## src/rtl/exec_stim_pkg.sv

```systemverilog
// exec_stim_pkg: shared types and constants for the execute-stage stimulus
// sequencer (exec_stim_seq) and its LFSR (stim_lfsr32).
//   state_t        sequencer states
//   LFSR_MASK      Galois feedback taps of the 32-bit vector generator
//   ALU_*          bit positions inside the one-hot alu_op vector
//   OPI_*          op_idx codes taken from the LFSR
//   alu_decode()   op_idx -> one-hot alu_op (load/store give all zeros)
package exec_stim_pkg;

   typedef enum logic [1:0] {
      IDLE  = 2'd0,
      RUN   = 2'd1,
      DRAIN = 2'd2,
      DONE  = 2'd3
   } state_t;

   localparam logic [31:0] LFSR_MASK = 32'h8020_0003;

   localparam int ALU_W   = 9;
   localparam int ALU_ADD = 0;
   localparam int ALU_SUB = 1;
   localparam int ALU_AND = 2;
   localparam int ALU_OR  = 3;
   localparam int ALU_XOR = 4;
   localparam int ALU_SLL = 5;
   localparam int ALU_SRL = 6;
   localparam int ALU_SRA = 7;
   localparam int ALU_SLT = 8;

   localparam logic [3:0] OPI_ADD   = 4'd0;
   localparam logic [3:0] OPI_SUB   = 4'd1;
   localparam logic [3:0] OPI_AND   = 4'd2;
   localparam logic [3:0] OPI_OR    = 4'd3;
   localparam logic [3:0] OPI_XOR   = 4'd4;
   localparam logic [3:0] OPI_SLL   = 4'd5;
   localparam logic [3:0] OPI_SRL   = 4'd6;
   localparam logic [3:0] OPI_SRA   = 4'd7;
   localparam logic [3:0] OPI_SLT   = 4'd8;
   localparam logic [3:0] OPI_LOAD  = 4'd9;
   localparam logic [3:0] OPI_STORE = 4'd10;

   localparam int DRAIN_CYCLES = 2;

   // Codes 11..15 are unused by the generator and fold onto add so every
   // non-io vector still carries exactly one alu op.
   function automatic logic [ALU_W-1:0] alu_decode(input logic [3:0] op_idx);
      logic [ALU_W-1:0] onehot;
      onehot = '0;
      case (op_idx)
         OPI_ADD:             onehot[ALU_ADD] = 1'b1;
         OPI_SUB:             onehot[ALU_SUB] = 1'b1;
         OPI_AND:             onehot[ALU_AND] = 1'b1;
         OPI_OR:              onehot[ALU_OR]  = 1'b1;
         OPI_XOR:             onehot[ALU_XOR] = 1'b1;
         OPI_SLL:             onehot[ALU_SLL] = 1'b1;
         OPI_SRL:             onehot[ALU_SRL] = 1'b1;
         OPI_SRA:             onehot[ALU_SRA] = 1'b1;
         OPI_SLT:             onehot[ALU_SLT] = 1'b1;
         OPI_LOAD, OPI_STORE: onehot = '0;
         default:             onehot[ALU_ADD] = 1'b1;
      endcase
      return onehot;
   endfunction

endpackage

```

## src/rtl/stim_lfsr32.sv

```systemverilog
// stim_lfsr32: 32-bit right-shifting Galois LFSR (taps LFSR_MASK).
//   clk, rst_n  clock, async active-low reset (state <= SEED)
//   load        reload SEED (wins over advance)
//   advance     step the register once
//   state       current 32-bit value
module stim_lfsr32
   import exec_stim_pkg::*;
#(
   parameter logic [31:0] SEED = 32'h0000_0001
) (
   input  logic        clk,
   input  logic        rst_n,
   input  logic        load,
   input  logic        advance,
   output logic [31:0] state
);

   logic [31:0] state_next;

   assign state_next = {1'b0, state[31:1]} ^ (state[0] ? LFSR_MASK : 32'h0);

   always_ff @(posedge clk or negedge rst_n) begin
      if (!rst_n) begin
         state <= SEED;
      end else if (load) begin
         state <= SEED;
      end else if (advance) begin
         state <= state_next;
      end
   end

endmodule

```

## src/rtl/exec_stim_seq.sv

```systemverilog
// exec_stim_seq: self-sequencing execute-stage stimulus source. A start pulse
// in IDLE issues NUM_VEC LFSR-derived vectors, keeps a two-deep shadow of
// issued results on ma_* / wb_*, drains two bubbles and pulses done.
//
// Optional build macro: COMPRESSED_EN adds output 'compressed' (LFSR bit 21)
// and makes pc advance by 2 for compressed vectors.
//
// Ports:
//   clk, rst_n                 clock, async active-low reset
//   start                      begins a run when IDLE (ignored otherwise)
//   stall_in                   hold everything this cycle
//   clear_in                   in RUN: next cycle is a bubble, vector kept
//   valid, done                vector qualifier, end-of-run pulse
//   pc, rd, rs1, rs2           vector pc and register indices
//   data1, data2, imm          operands and immediate
//   with_imm                   op2 selects imm
//   alu_op, load_op, store_op  one-hot op flags
//   compressed                 (COMPRESSED_EN only) 16-bit encoding flag
//   ma_rd/ma_data, wb_rd/wb_data  forwarding shadow of issued results
//
// state | meaning
// ------+---------------------------------------------------------------
// IDLE  | waiting for start; outputs zero, pc holds last value
// RUN   | presenting vectors; accept = valid & ~stall & ~clear
// DRAIN | two cycles shifting bubbles through the shadow
// DONE  | one cycle, done=1
module exec_stim_seq
   import exec_stim_pkg::*;
#(
   parameter int              XLEN     = 64,
   parameter int              NUM_VEC  = 16,
   parameter logic [XLEN-1:0] RESET_PC = 64'h400,
   parameter logic [31:0]     SEED     = 32'h0000_0001
) (
   input  logic             clk,
   input  logic             rst_n,
   input  logic             start,
   input  logic             stall_in,
   input  logic             clear_in,
   output logic             valid,
   output logic             done,
   output logic [XLEN-1:0]  pc,
   output logic [4:0]       rd,
   output logic [4:0]       rs1,
   output logic [4:0]       rs2,
   output logic [XLEN-1:0]  data1,
   output logic [XLEN-1:0]  data2,
   output logic [XLEN-1:0]  imm,
   output logic             with_imm,
   output logic [ALU_W-1:0] alu_op,
   output logic             load_op,
   output logic             store_op,
`ifdef COMPRESSED_EN
   output logic             compressed,
`endif
   output logic [4:0]       ma_rd,
   output logic [4:0]       wb_rd,
   output logic [XLEN-1:0]  ma_data,
   output logic [XLEN-1:0]  wb_data
);

   localparam int          REP        = XLEN / 32;
   localparam logic [15:0] LAST_IDX   = 16'(NUM_VEC - 1);
   localparam logic [1:0]  DRAIN_LOAD = 2'(DRAIN_CYCLES - 1);

   state_t state_q, state_d;
   logic   bubble_q, bubble_d;

   logic [15:0]     vcnt_q;
   logic [1:0]      drain_q;
   logic [XLEN-1:0] pc_q;
   logic [XLEN-1:0] pc_step;

   logic [31:0] lfsr;
   logic        lfsr_load;
   logic        accept;
   logic        shift_bubble;
   logic        show;

   logic [3:0]      op_idx;
   logic [XLEN-1:0] vec_data1;
   logic [XLEN-1:0] vec_data2;
   logic [XLEN-1:0] vec_imm;
   logic [XLEN-1:0] vec_sum;

   stim_lfsr32 #(
      .SEED (SEED)
   ) u_lfsr (
      .clk     (clk),
      .rst_n   (rst_n),
      .load    (lfsr_load),
      .advance (accept),
      .state   (lfsr)
   );

   // Vector fields straight from the current LFSR value.
   assign op_idx    = lfsr[19:16];
   assign vec_data1 = {REP{lfsr}};
   assign vec_data2 = ~vec_data1;
   assign vec_imm   = {{(XLEN-12){lfsr[31]}}, lfsr[31:20]};
   assign vec_sum   = vec_data1 + (lfsr[20] ? vec_imm : vec_data2);

`ifdef COMPRESSED_EN
   assign pc_step = lfsr[21] ? XLEN'(2) : XLEN'(4);
`else
   assign pc_step = XLEN'(4);
`endif

   always_comb begin
      state_d      = state_q;
      bubble_d     = bubble_q;
      lfsr_load    = 1'b0;
      accept       = 1'b0;
      shift_bubble = 1'b0;
      case (state_q)
         IDLE: begin
            if (start) begin
               state_d   = RUN;
               bubble_d  = 1'b0;
               lfsr_load = 1'b1;
            end
         end
         RUN: begin
            // clear beats stall; a bubble already on the outputs retires
            // only if the stage is not stalled.
            if (clear_in) begin
               bubble_d     = 1'b1;
               shift_bubble = bubble_q & ~stall_in;
            end else if (!stall_in) begin
               if (bubble_q) begin
                  bubble_d     = 1'b0;
                  shift_bubble = 1'b1;
               end else begin
                  accept = 1'b1;
                  if (vcnt_q == LAST_IDX) begin
                     state_d = DRAIN;
                  end
               end
            end
         end
         DRAIN: begin
            shift_bubble = 1'b1;
            if (drain_q == 2'd0) begin
               state_d = DONE;
            end
         end
         DONE: begin
            state_d = IDLE;
         end
         default: begin
            state_d = IDLE;
         end
      endcase
   end

   always_ff @(posedge clk or negedge rst_n) begin
      if (!rst_n) begin
         state_q  <= IDLE;
         bubble_q <= 1'b0;
      end else begin
         state_q  <= state_d;
         bubble_q <= bubble_d;
      end
   end

   always_ff @(posedge clk or negedge rst_n) begin
      if (!rst_n) begin
         pc_q   <= RESET_PC;
         vcnt_q <= '0;
      end else if (lfsr_load) begin
         pc_q   <= RESET_PC;
         vcnt_q <= '0;
      end else if (accept) begin
         pc_q   <= pc_q + pc_step;
         vcnt_q <= vcnt_q + 16'd1;
      end
   end

   // Drain timer: armed outside DRAIN, counts down to terminal zero inside.
   always_ff @(posedge clk or negedge rst_n) begin
      if (!rst_n) begin
         drain_q <= '0;
      end else if (state_q != DRAIN) begin
         drain_q <= DRAIN_LOAD;
      end else if (drain_q != 2'd0) begin
         drain_q <= drain_q - 2'd1;
      end
   end

   always_ff @(posedge clk or negedge rst_n) begin
      if (!rst_n) begin
         ma_rd   <= '0;
         ma_data <= '0;
         wb_rd   <= '0;
         wb_data <= '0;
      end else if (accept) begin
         wb_rd   <= ma_rd;
         wb_data <= ma_data;
         ma_rd   <= lfsr[4:0];
         ma_data <= vec_sum;
      end else if (shift_bubble) begin
         wb_rd   <= ma_rd;
         wb_data <= ma_data;
         ma_rd   <= '0;
         ma_data <= '0;
      end
   end

   assign show     = (state_q == RUN) && !bubble_q;
   assign valid    = show;
   assign done     = (state_q == DONE);
   assign pc       = pc_q;
   assign rd       = show ? lfsr[4:0]   : 5'd0;
   assign rs1      = show ? lfsr[9:5]   : 5'd0;
   assign rs2      = show ? lfsr[14:10] : 5'd0;
   assign data1    = show ? vec_data1   : '0;
   assign data2    = show ? vec_data2   : '0;
   assign imm      = show ? vec_imm     : '0;
   assign with_imm = show & lfsr[20];
   assign alu_op   = show ? alu_decode(op_idx) : '0;
   assign load_op  = show && (op_idx == OPI_LOAD);
   assign store_op = show && (op_idx == OPI_STORE);
`ifdef COMPRESSED_EN
   assign compressed = show & lfsr[21];
`endif

endmodule

```

## config.mk

```make
export PLATFORM = sky130hd
export DESIGN_NAME = exec_stim_seq
export DESIGN_NICKNAME = d
export VERILOG_FILES = /design/src/rtl/exec_stim_pkg.sv /design/src/rtl/stim_lfsr32.sv /design/src/rtl/exec_stim_seq.sv
export SDC_FILE = /design/constraint.sdc
export NUM_CORES = 1
export LEC_CHECK = 0
export BUFFER_PORTS_ARGS = -buffer_cell sky130_fd_sc_hd__buf_2
export CELL_PAD_IN_SITES_DETAIL_PLACEMENT = 2
export CELL_PAD_IN_SITES_GLOBAL_PLACEMENT = 2
export CORE_MARGIN = 4
export CORE_UTILIZATION = 28
export DETAILED_ROUTE_END_ITERATION = 10
export MAX_ROUTING_LAYER = met4
export PLACE_DENSITY = 0.85
export SYNTH_ARGS = -nofsm -noshare
export SYNTH_HDL_FRONTEND = slang
export SYNTH_SLANG_ARGS = --single-unit
```

## constraint.sdc

```tcl
create_clock -name clk -period 3.55 [get_ports clk]
set_input_delay 0 -clock clk [delete_from_list [all_inputs] [get_ports clk]]
set_output_delay 0 -clock clk [all_outputs]
set_load 0.01 [all_outputs]
```

==> run_results.csv, run 1 <==
group,metric,value,unit
layout,fin_nets,2246,
cts,clkTransAtPathRegs,0.06,ns
worst_setup_path,critPathKind,"reg2reg",
sta,slew_headroom,41.3,%
cts,cts.sinks,253,
yosys,synth_seq_cells,253,
sta,hold_viol,0,
sta,min_period_over_period,98.7,%
global_routing,grt_start_max_net_pins,97,
detailed_routing,vias,15100,
cts,htree_levels,2,
power_and_ir_drop,p_int,11.1,mW
power_and_ir_drop,clkPwrFrac,17.6,%
floorplanning,boundaryPins,428,
yosys,ys_warn_count,0,
placed_design,placed_area,18600,µm²
sta,hold_ws,0.0996,ns
layout,syn2layout_area_growth,25.1,%
power_and_ir_drop,pwr-share-comb,63.4,%
sta,skew,0.0264,ns
cts,cts_buffer_depth,3,
yosys,synth_top_area_share,39.3,%
worst_setup_path,arrival,3.90,ns
sta,fmax,0.285,GHz
cts,cts_buffers,34,
worst_setup_path,end_kind,"flip-flop",
floorplanning,dieWidth,247,µm
hold_path,hp-class,"in2async",
worst_setup_path,cp_max_fo,20,
worst_setup_path,regToRegSetupSlack,0.05,ns
yosys,synth_area_leader_cell,"dfrtp_1",
placed_design,place.gp.congestion,0.987,
sta,fin_tns_setup,0,ns
sta,worst_pin_slew,0.881,ns
yosys,ys.flop_type,"dfrtp_1",
placed_design,placedCellCount,2894,
detailed_routing,drtAntennaViolNets,0,
global_routing,grt_first_pass_wirelength,109000,µm
floorplanning,die-area,60900,µm²
power_and_ir_drop,leakage,10.4,nW
floorplanning,coreArea,56400,µm²
global_routing,antenna_found_initial,5,
power_and_ir_drop,p_switching,10.9,mW
sta,setup_viol,0,
cts,cts_tree,"built",
sta,finalCriticalPeriod,3.50,ns
floorplanning,start_util,28.3,%
placed_design,port_buffers,425,
yosys,synth_area_leaders,"dfrtp_1 (39%), buf_4 (6.9%), nand2_1 (5.3%)",
yosys,synth_cell_types,71,
layout,postLayoutCellArea,20000,µm²
placed_design,hpwl,56800,µm
cts,insertion_delay,0.55,ns
floorplanning,die_h,247,µm
sta,slew_violations,0,
yosys,synthArstFlopShare,100,%
yosys,syn_inst,1821,
cts,clock_tree.root_cell,"clkbuf_16",
yosys,synth_edf_count,0,
global_routing,gr-total-overflow,0,
layout,n_antenna_cell,0,
cts,post-cts-setup-buffer-count,0,
power_and_ir_drop,swShare,49.5,%
job,drv_cap,0,
yosys,synth_area,16000,µm²
detailed_routing,wl_per_cell,24.6,µm
detailed_routing,drc,0,
layout,stdcell_count,2962,
worst_setup_path,reg2reg_from,"u_lfsr.state[20]$_DFFE_PN0P_",
yosys,yosysSeqAreaShare,39.7,%
detailed_routing,firstDrtPassIters,4,
global_routing,grt_pass1_vias,16800,
yosys,avgSynthCellArea,8.77,µm²
worst_setup_path,cp.required,3.95,ns
power_and_ir_drop,ir_drop,0.377,mV
floorplanning,rows,87,
power_and_ir_drop,power_frac_seq,19.0,%
layout,drive_gt1_share,32.1,%
worst_setup_path,start_kind,"flip-flop",
detailed_routing,detail_route.iter0.violations,824,
global_routing,track_usage,24.1,%
power_and_ir_drop,power_density,1100,nW/µm²
outcome,status,"complete, no violations",
detailed_routing,via_per_inst,5.11,
worst_setup_path,critPathLaunch,"u_lfsr.state[20]$_DFFE_PN0P_",
detailed_routing,wl,72900,µm
==> power groups by stage <==
stage	Combinational [mW]	Clock (mW)	Sequential (mW)
floorplan	7.63	0	4.29
global placement	13.4	0	4.17
detailed placement	13.8	0	4.24
CTS	13.9	4.00	4.20
global route	15.1	4.11	4.28
finish	14.0	3.88	4.19
==> cell usage after synthesis, drive strengths merged, types with 12 or more instances <==
cell,n
nor3,33
a21oi,116
inv,33
clkbuf,67
ha,60
dfrtp,251
and3,19
nand3,58
mux2i,16
and2,36
nor4,13
a21o,24
nand2,226
or3,12
nor2,189
nand4,41
buf,159
xnor2,53
xor2,74
o21ai,145
mux2,71
==> cell usage in the layout (no fill, tap or decap), types with 6 or more instances in the layout <==
master,n
and2_1,35
nor3_1,32
nand4_1,41
bufinv_16,7
ha_1,59
or3_1,12
xnor2_1,53
mux2_2,71
mux2i_1,16
nand2_1,226
o31ai_1,6
inv_1,33
xor2_1,72
and3_1,19
a31oi_1,9
clkbuf_8,8
dlygate4sd3_1,6
buf_4,112
nor2_1,188
o21ai_0,138
nand3b_1,7
or2_2,6
and4_1,9
clkbuf_16,34
dfrtp_1,249
buf_2,424
a21oi_1,111
o21ai_1,7
nand3_1,57
nor4_1,11
a21o_1,24
nand2b_1,9
==> per-layer routing <==
layer / vias up / GRT usage, % / share of wire, %
met5: - / - / 0
met4: 0 / 6.56 / 2.8
met3: 104 / 3.14 / 3.8
met2: 341 / 41.7 / 50
met1: 7827 / 29.6 / 43
li1: 6865 / - / -
==> layout make-up <==
| cell class | count | area, µm² |
|---|---|---|
| Clock buffer | 46 | 976 |
| Clock inverter | 16 | 287 |
| Fill cell | 6475 | 36400 |
| Inverter | 33 | 124 |
| Multi-Input combinational cell | 1310 | 8180 |
| Sequential cell | 253 | 6340 |
| Tap cell | 756 | 946 |
| Timing Repair Buffer | 548 | 3140 |
==> through the flow <==
step	total power, mW	setup slack, ns	util (%)
floorplan	11.9	0.0659	-
global placement	17.6	-0.127	33.0
detailed placement	18.0	-0.107	33.0
CTS	22.1	0.0224	35.4
global route	23.5	-0.0180	35.5
finish	22.0	0.0451	35.5
==> worst paths after layout <==
path / endpoint / cells after the start
worst max-delay path: ma_data[43]$_DFFE_PN0P_ / 12
worst min-delay path: ma_data[12]$_DFFE_PN0P_ / 2
worst max register to register: ma_data[43]$_DFFE_PN0P_ / 12
worst min register to register: wb_data[8]$_DFFE_PN0P_ / 1
max in group asynchronous: ma_data[46]$_DFFE_PN0P_ / 3
min in group clk: pc[10]$_DFFE_PN1P_ / 4
==> flip-flops by register name, summed over array words and instances (netlist names) <==
name / cells
pc: 62
u_lfsr.state: 32
ma_data: 64
wb_data: 64
bubble_q: 1
state_q: 2
vcnt_q: 16
ma_rd: 5
wb_rd: 5
drain_q: 2
==> cells by family (layout without fill, tap and decap cells) <==
group | after synthesis | in the layout | synth area share [%]
AO/OA/AOI/OAI | 359 | 359 | 13.0
AND/OR/NAND/NOR | 674 | 674 | 19.8
flip-flops | 253 | 253 | 39.7
adder cells (fa/ha/maj) | 61 | 61 | 4.83
multiplexers | 87 | 87 | 6.01
XOR/XNOR | 127 | 127 | 6.96
buffers and inverters | 259 | 643 | 9.67
other | 1 | 2 | 0.0235
==> repair_timing <==
item                                    4_1_cts  5_1_grt
pin swaps                                     0        2
endpoints found under the hold margin        95        0
resized for setup                             2       21
endpoints found under the setup margin        1       22
hold buffers                                  6        0
==> worst max-delay path: stages (launching register included) <==
cell and delay, ns:
dfrtp_2 0.45, buf_4 0.21, o21ai_0 0.31, ha_1 0.47, buf_4 0.24, nand2_1 0.08, o21ai_0 0.17, a21oi_1 0.33
o21a_1 0.23, o31ai_2 0.12, a21oi_2 0.30, xor2_2 0.32, o21ai_0 0.12
Note: power is estimated with default switching activity, not from simulation.
==> run 2, diff against run 1 <==
--- a/config.mk
+++ b/config.mk
@@ -10,6 +10,7 @@
 export CELL_PAD_IN_SITES_GLOBAL_PLACEMENT = 2
 export CORE_MARGIN = 4
 export CORE_UTILIZATION = 28
+export CTS_BUF_LIST = sky130_fd_sc_hd__clkbuf_4 sky130_fd_sc_hd__clkbuf_8 sky130_fd_sc_hd__clkbuf_16
 export DETAILED_ROUTE_END_ITERATION = 10
 export MAX_ROUTING_LAYER = met4
 export PLACE_DENSITY = 0.85
==> run_results.csv, run 2 (same netlist as run 1, synthesis figures left out) <==
group,metric,value,unit
worst_setup_path,critPathKind,"reg2reg",
sta,fmax,0.286,GHz
global_routing,grt_first_pass_wirelength,109000,µm
worst_setup_path,crit_top_cell,"o21ai_0",
detailed_routing,vias,15100,
global_routing,track_usage,23.9,%
power_and_ir_drop,leakage,10.4,nW
layout,layout_commonest_cell,"buf_2",
placed_design,port_buffers,425,
worst_setup_path,cp_max_fo,20,
cts,cts_buffers,34,
cts,insertion_delay,0.55,ns
sta,slew_violations,0,
worst_setup_path,cp.required,3.95,ns
detailed_routing,wl,72500,µm
floorplanning,coreArea,56400,µm²
layout,drive_gt1_share,32.3,%
job,drv_cap,0,
worst_setup_path,start_kind,"flip-flop",
sta,min_period_over_period,98.6,%
global_routing,grt_util_met2,41.2,%
detailed_routing,drtAntennaViolNets,0,
hold_path,hp-class,"in2async",
global_routing,use_met3,3.17,%
cts,htree_levels,2,
detailed_routing,drc,0,
worst_setup_path,crit_slowest_cell,"ha_1",
global_routing,grt_util_met1,29.6,%
cts,post-cts-setup-buffer-count,0,
cts,cts_tree,"built",
placed_design,placed_area,18600,µm²
global_routing,grt_pass1_vias,16800,
sta,finalCriticalPeriod,3.50,ns
sta,hold_viol,0,
worst_setup_path,crit_path_cell_trace,"buf_4 -> o21ai_0 -> ha_1 -> buf_4 -> nand2_1 -> o21ai_0 -> a21oi_1 -> o21a_1 -> o31ai_2 -> a21oi_2 -> xor2_2 -> o21ai_0",
layout,most-common-layout-cells,"buf_2 (424), dfrtp_1 (249), nand2_1 (226)",
global_routing,grt_start_max_net_pins,97,
layout,fin_util,35.5,%
sta,worst_pin_slew,0.896,ns
global_routing,antenna_found_initial,5,
sta,skew,0.0226,ns
sta,slew_headroom,40.3,%
layout,postLayoutCellArea,20000,µm²
layout,n_antenna_cell,0,
worst_setup_path,end_kind,"flip-flop",
detailed_routing,wl_per_cell,24.5,µm
global_routing,busiest_layer,"met2",
detailed_routing,firstDrtPassIters,5,
layout,fin_nets,2246,
cts,clock_tree.root_cell,"clkbuf_16",
worst_setup_path,cpPeakStageDelay,0.47,ns
sta,setup_viol,0,
floorplanning,die_h,247,µm
floorplanning,boundaryPins,428,
power_and_ir_drop,ir_drop,0.379,mV
detailed_routing,detail_route.iter0.violations,809,
detailed_routing,via_per_inst,5.11,
placed_design,place.gp.congestion,0.987,
cts,clkTransAtPathRegs,0.06,ns
floorplanning,rows,87,
floorplanning,start_util,28.3,%
placed_design,hpwl,56800,µm
worst_setup_path,arrival,3.90,ns
global_routing,gr-total-overflow,0,
layout,syn2layout_area_growth,25.2,%
cts,cts.sinks,253,
outcome,status,"complete, no violations",
cts,cts_buffer_depth,3,
power_and_ir_drop,power_density,1100,nW/µm²
floorplanning,die-area,60900,µm²
floorplanning,dieWidth,247,µm
-- run 2: cell types whose count changed in the layout (fill, tap and decap cells not counted) --
cell / before / now
clkbuf_1: 4 / 0
clkbuf_4: 0 / 4
ha_1: 59 / 60
ha_2: 1 / 0
-- run 2: power breakdown --
group	internal, mW	switching, mW	total (mW)
combinational	5.09	8.88	14.0
sequential	3.58	0.606	4.18
clock	2.49	1.41	3.90
-- run 2: metal layers --
layer  vias up  share of wire, %
met2       346                50
met5         -                 0
li1       6869                 -
met4         0               2.8
met1      7809                43
met3        98               4.2
-- run 2: what timing repair did --
item / 4_1_cts / 5_1_grt
hold buffers: 6 / 0
pin swaps: 0 / 1
gates resized for setup: 2 / 20
hold endpoints to repair: 95 / 0
endpoints found under the setup margin: 1 / 21
-- run 2: worst paths after layout --
kind,start,to,slack [ns],depth (start not counted)
worst min-delay path,rst_n,ma_data[12]$_DFFE_PN0P_,0.1,2
worst max register to register,u_lfsr.state[20]$_DFFE_PN0P_,ma_data[43]$_DFFE_PN0P_,0.05,12
min in group clk,start,pc[10]$_DFFE_PN1P_,0.31,4
worst max-delay path,u_lfsr.state[20]$_DFFE_PN0P_,ma_data[43]$_DFFE_PN0P_,0.05,12
max in group asynchronous,rst_n,ma_data[46]$_DFFE_PN0P_,2.42,3
worst min register to register,wb_data[54]$_DFFE_PN0P_,wb_data[54]$_DFFE_PN0P_,0.50,1
-- run 2: area by class of cell --
cell class,count,area [µm²]
inverter,33,124
sequential,253,6340
fill,6469,36400
timing repair buffer,548,3140
clock inverter,16,287
multi-input combinational,1310,8180
clock buffer,46,991
tap,756,946
-- run 2: worst max-delay path, delay by kind of cell (launching register included) --
kind	cells	cell delay (ns)
AOI/OAI and AO/OA	7	1.59
and+or+nand+nor	1	0.08
adders and majority gates	1	0.47
xor gates and xnor gates	1	0.32
DFF	1	0.45
buffers and inverters	2	0.45
-- run 2: metrics by stage --
step,setup slack [ns],cells,TNS [ns],power [mW],hold WS (ns)
after floorplan,0.0659,1822,0,11.9,-0.296
after global placement,-0.127,2894,-0.127,17.6,0.0979
after detailed placement,-0.107,2894,-0.107,18.0,0.102
after CTS,0.0224,2962,0,22.1,0.121
after global routing,-0.0177,2962,-0.0177,23.5,0.174
final,0.0498,2962,0,22.1,0.0967
